$ cat config.mk
export PLATFORM = sky130hd
export DESIGN_NAME = multi_edge_sync_flat
export DESIGN_NICKNAME = d
export VERILOG_FILES = /design/src/rtl/multi_edge_sync_if.sv /design/src/rtl/multi_edge_sync.sv /design/src/flat_wrapper.sv
export SDC_FILE = /design/constraint.sdc
export NUM_CORES = 1
export LEC_CHECK = 0
export BUFFER_PORTS_ARGS = -buffer_cell sky130_fd_sc_hd__buf_2
export CAP_MARGIN = 5
export CORE_UTILIZATION = 50
export DETAILED_ROUTE_END_ITERATION = 8
export GPL_ROUTABILITY_DRIVEN = 0
export PLACE_DENSITY = 0.77
export SYNTH_ARGS = -nofsm -noshare
export SYNTH_HDL_FRONTEND = slang
export SYNTH_SLANG_ARGS = --single-unit
$ cat constraint.sdc
create_clock -name clk -period 3 [get_ports clk]
set_clock_uncertainty 0.2 [all_clocks]
set_input_delay 0.3 -clock clk [delete_from_list [all_inputs] [get_ports clk]]
set_output_delay 0.3 -clock clk [all_outputs]
set_load 0.02 [all_outputs]
$ cat src/rtl/multi_edge_sync_if.sv
// multi_edge_sync_if: per-channel async inputs, clears and synchronised event outputs
interface multi_edge_sync_if #(parameter int CH = 4);
  logic [CH-1:0] async_in;
  logic [CH-1:0] evt_clr;
  logic [CH-1:0] level;
  logic [CH-1:0] pulse;
  logic [CH-1:0] evt_pending;
  logic [CH-1:0] evt_overrun;
  modport master (output async_in, evt_clr, input level, pulse, evt_pending, evt_overrun);
  modport slave (input async_in, evt_clr, output level, pulse, evt_pending, evt_overrun);
endinterface

$ cat src/rtl/multi_edge_sync.sv
// multi_edge_sync: per-channel synchroniser, optional debounce, edge strobe and sticky event flags
module multi_edge_sync #(
  parameter int   CH          = 4,
  parameter int   SYNC_STAGES = 2,
  parameter int   DEB_CYCLES  = 0,
  parameter int   EDGE_MODE   = 0,
  parameter logic INIT_LEVEL  = 1'b0
) (
  input logic clk,
  input logic rst,
  multi_edge_sync_if.slave bus
);
  if (CH < 1 || CH > 16 || SYNC_STAGES < 2 || SYNC_STAGES > 4 || DEB_CYCLES < 0 ||
      DEB_CYCLES > 65535 || EDGE_MODE < 0 || EDGE_MODE > 2) begin : g_bad_param
    $error("multi_edge_sync: illegal parameter value");
  end
  localparam int CW = DEB_CYCLES > 0 ? $clog2(DEB_CYCLES) + 1 : 1;
  for (genvar i = 0; i < CH; i++) begin : g_ch
    logic [SYNC_STAGES-1:0] sync;
    logic lvl, hist, det, det_n, pulse_q, pend, ovr, rise, fall;
    always_ff @(posedge clk or posedge rst)
      if (rst) sync <= {SYNC_STAGES{INIT_LEVEL}};
      else sync <= {sync[SYNC_STAGES-2:0], bus.async_in[i]};
    if (DEB_CYCLES == 0) begin : g_nodeb
      assign lvl = sync[SYNC_STAGES-1];
    end else begin : g_deb
      logic [CW-1:0] cnt;
      logic diff;
      assign diff = sync[SYNC_STAGES-1] ^ lvl;
      // level only flips after DEB_CYCLES consecutive cycles of disagreement
      always_ff @(posedge clk or posedge rst)
        if (rst) begin
          cnt <= '0;
          lvl <= INIT_LEVEL;
        end else if (!diff) begin
          cnt <= '0;
        end else if (cnt == CW'(DEB_CYCLES - 1)) begin
          cnt <= '0;
          lvl <= ~lvl;
        end else begin
          cnt <= cnt + 1'b1;
        end
    end
    assign rise  = lvl & ~hist;
    assign fall  = ~lvl & hist;
    assign det_n = EDGE_MODE == 0 ? rise : EDGE_MODE == 1 ? fall : rise | fall;
    // a coincident pulse wins over clear; overrun only rises when an old event is lost
    always_ff @(posedge clk or posedge rst)
      if (rst) begin
        hist    <= INIT_LEVEL;
        det     <= 1'b0;
        pulse_q <= 1'b0;
        pend    <= 1'b0;
        ovr     <= 1'b0;
      end else begin
        hist    <= lvl;
        det     <= det_n;
        pulse_q <= det;
        pend    <= pulse_q | (pend & ~bus.evt_clr[i]);
        ovr     <= pulse_q ? ovr | (pend & ~bus.evt_clr[i]) : ovr & ~bus.evt_clr[i];
      end
    assign bus.level[i]       = lvl;
    assign bus.pulse[i]       = pulse_q;
    assign bus.evt_pending[i] = pend;
    assign bus.evt_overrun[i] = ovr;
  end
endmodule
$ cat src/flat_wrapper.sv
// flat-port wrapper written by rule: the top's interface ports become plain ports
module multi_edge_sync_flat 
#(
  parameter int   CH          = 4,
  parameter int   SYNC_STAGES = 2,
  parameter int   DEB_CYCLES  = 0,
  parameter int   EDGE_MODE   = 0,
  parameter logic INIT_LEVEL  = 1'b0
)
  (clk, rst, bus_async_in, bus_evt_clr, bus_level, bus_pulse, bus_evt_pending, bus_evt_overrun);
  multi_edge_sync_if #(.CH(CH)) bus_i ();
  input logic clk;
  input logic rst;
  input wire logic [$bits(bus_i.async_in)-1:0] bus_async_in;
  input wire logic [$bits(bus_i.evt_clr)-1:0] bus_evt_clr;
  output wire logic [$bits(bus_i.level)-1:0] bus_level;
  output wire logic [$bits(bus_i.pulse)-1:0] bus_pulse;
  output wire logic [$bits(bus_i.evt_pending)-1:0] bus_evt_pending;
  output wire logic [$bits(bus_i.evt_overrun)-1:0] bus_evt_overrun;
  assign bus_i.async_in = bus_async_in;
  assign bus_i.evt_clr = bus_evt_clr;
  assign bus_level = bus_i.level;
  assign bus_pulse = bus_i.pulse;
  assign bus_evt_pending = bus_i.evt_pending;
  assign bus_evt_overrun = bus_i.evt_overrun;
  multi_edge_sync #(.CH(CH), .SYNC_STAGES(SYNC_STAGES), .DEB_CYCLES(DEB_CYCLES), .EDGE_MODE(EDGE_MODE), .INIT_LEVEL(INIT_LEVEL)) u_core (.clk(clk), .rst(rst), .bus(bus_i));
endmodule
==> results.toml <==
[timing]
tightestPinTransition_ps = 977
holdWs_ps = -9.87
tns_ps = 0
fin_crit_sh_pct = 47.1
clock.fmax_mhz = 707
slew_viol_final = 0
relSlewSlack_pct = 34.8
setup_viol = 0
rsz0062_at_grt = "no"
fin_crit_ps = 1410
finalHoldViolCount = 28

[global_routing]
overflow = 0
grt_max_degree = 29
grt_pass1_wl_um = 1740
grt_pass1_vias = 470
track_usage_pct = 12.3
antenna_found_initial = 0

[synth]
yosys_warnings = 0
synthMuxAreaShare_pct = 0
synthAdderAreaFrac_pct = 0
yosysTopAreaCellShare_pct = 73.6
netlist_area_um2 = 952
synth-simple-area-share_pct = 5.78
synth_top_family_by_area = "buffers and inverters"
yosys.area.top_type = "dfrtp_1"
syn_inst = 68
ys_seq_elements = 28
yosysSeqAreaShare_pct = 73.6
synth_cell_types = 11
syn_avg_cell_area_um2 = 14.0
synth-compound-area-share_pct = 6.44
syn-num-nets = 78
synth-xor-area-share_pct = 0
synthTopCellsByArea = "dfrtp_1 74%, buf_4 13%, nor2b_1 3.3%"

[run_status]
violations = "hold timing"
status = "complete, but fails checks"

[route]
drt_iter0_markers = 2
wire_per_inst_um = 10.3
vias_per_cell = 4.36
drtAntennaViolNets = 0
vias = 493
wirelength_um = 1160
drc = 0
first_pass_iters = 4

[die]
die_w_um = 45.6
die-area_mm2 = 0.00208
die_y_um = 45.6
core-area_mm2 = 0.00176
ios = 26
start_util_pct = 54.0
std_cell_rows = 15

[layout]
areaGrowthSynthToFinish_pct = 16.7
layout_commonest_cell = "dfrtp_1"
nets = 99
fillers = 140
antenna_cells = 0
layout_common_cells = "28 x dfrtp_1, 25 x buf_2, 7 x dlygate4sd3_1"
drive_gt1_share_pct = 33.0

[cts]
cts_buffers = 3
cts-root-buf = "clkbuf_4"
clockBufferDepth = 2
cts_tree = "done"
clk_pin_slew_ps = 140
clk_latency_ps = 310
htreeDepth = 1
cts_num_sinks = 28

[critical_path]
critical-path-max-stage-delay_ps = 430
cp_data_arrival_time_ps = 910
path_buf_inv = 1
crit_type = "flop to output port"
rrSetupSlack_ps = 1920
start_kind = "flop"
critPathCaptureType = "output port"
rr_endpoint = "u_core.g_ch[0].ovr$_DFF_PP0_"
path_cells = "buf_2"
crit_fanout = 4
worstReg2RegStart = "u_core.g_ch[0].pulse_q$_DFF_PP0_"
crit_slowest_cell = "dfrtp_1"
reg2reg_depth = 2
path_delay_family = "flip-flops"
crit_required_ps = 2500

[worst_hold_path]
hold_path_class = "primary input to async pin"

[placed_design]
port_buffers = 25
hpwl_um = 752

[flow_run]
drv_cap = 0

[power_and_ir_drop]
leakagePower_nw = 0.585
peakVddDrop_uv = 396
power.density_mw_per_mm2 = 644
-- sequential cells by signal, indices dropped and copies added (netlist names) --
signal	cells
u_core.g_ch.pulse_q	4
u_core.g_ch.hist	4
u_core.g_ch.ovr	4
u_core.g_ch.sync	8
u_core.g_ch.det	4
u_core.g_ch.pend	4
-- routing by layer --
| metal | GRT usage, % | routed length [um] |
|---|---|---|
| met5 | 0 | 0 |
| met3 | 3.57 | 47 |
| met2 | 22.3 | 612 |
| met1 | 13.0 | 500 |
| met4 | 5.45 | 0 |
-- synthesized netlist by cell type, drive strengths merged --
| cell | instances |
|---|---|
| a21oi | 3 |
| o21ai | 3 |
| or2 | 1 |
| nor2b | 5 |
| a21o | 3 |
| a22o | 1 |
| buf | 16 |
| dfrtp | 28 |
| nand2 | 3 |
| nand2b | 1 |
| inv | 4 |
-- what timing repair did --
action	CTS	global route
hold endpoints to repair	7	0
gates resized for setup	0	0
hold buffers	7	0
buffers inserted	0	0
-- worst max path at each step --
| stage | depth (start not counted) | to | slack (ps) | startpoint |
|---|---|---|---|---|
| 6_report | 1 | bus_pulse[1] | 1590 | u_core.g_ch[1].pulse_q$_DFF_PP0_ |
| 5_1_grt | 1 | bus_pulse[1] | 1530 | u_core.g_ch[1].pulse_q$_DFF_PP0_ |
| 4_1_cts | 1 | bus_pulse[1] | 1570 | u_core.g_ch[1].pulse_q$_DFF_PP0_ |
| 3_5_place_dp | 2 | u_core.g_ch[2].pulse_q$_DFF_PP0_ | 1610 | rst |
| 3_3_place_gp | 2 | u_core.g_ch[3].ovr$_DFF_PP0_ | 1640 | rst |
| 2_1_floorplan | 1 | u_core.g_ch[0].det$_DFF_PP0_ | 1920 | rst |
-- stage by stage --
step / utilization, % / area (um^2) / power, mW / setup WS [ps] / instances
after floorplan: - / 952 / 0.479 / 1920 / 68
after global placement: 56.0 / 988 / 0.481 / 1640 / 102
after detailed placement: 56.0 / 988 / 0.484 / 1610 / 102
after CTS: 63.0 / 1110 / 0.727 / 1570 / 113
after global routing: 63.0 / 1110 / 0.744 / 1530 / 113
final: 63.0 / 1110 / 0.715 / 1590 / 113
-- final cells by class --
cell class                 count  area [um^2]  share of cell area [%]
multi-input combinational     20          116                    10.5
clock inverter                 1         30.0                    2.70
clock buffer                   3         22.5                    2.03
timing repair buffer          32          195                    17.6
inverter                       4         15.0                    1.35
sequential                    28          701                    63.1
tap                           25         31.3                    2.82
-- power by group --
part / switching (mW) / internal [mW]
clock network: 0.0978 / 0.135
logic: 0.0402 / 0.0288
registers: 0.0128 / 0.401
-- logic make-up after synthesis --
group / Yosys count
compound gates: 10
simple gates: 10
flops: 28
buf+inv: 20
(Power assumes the default switching activity.)
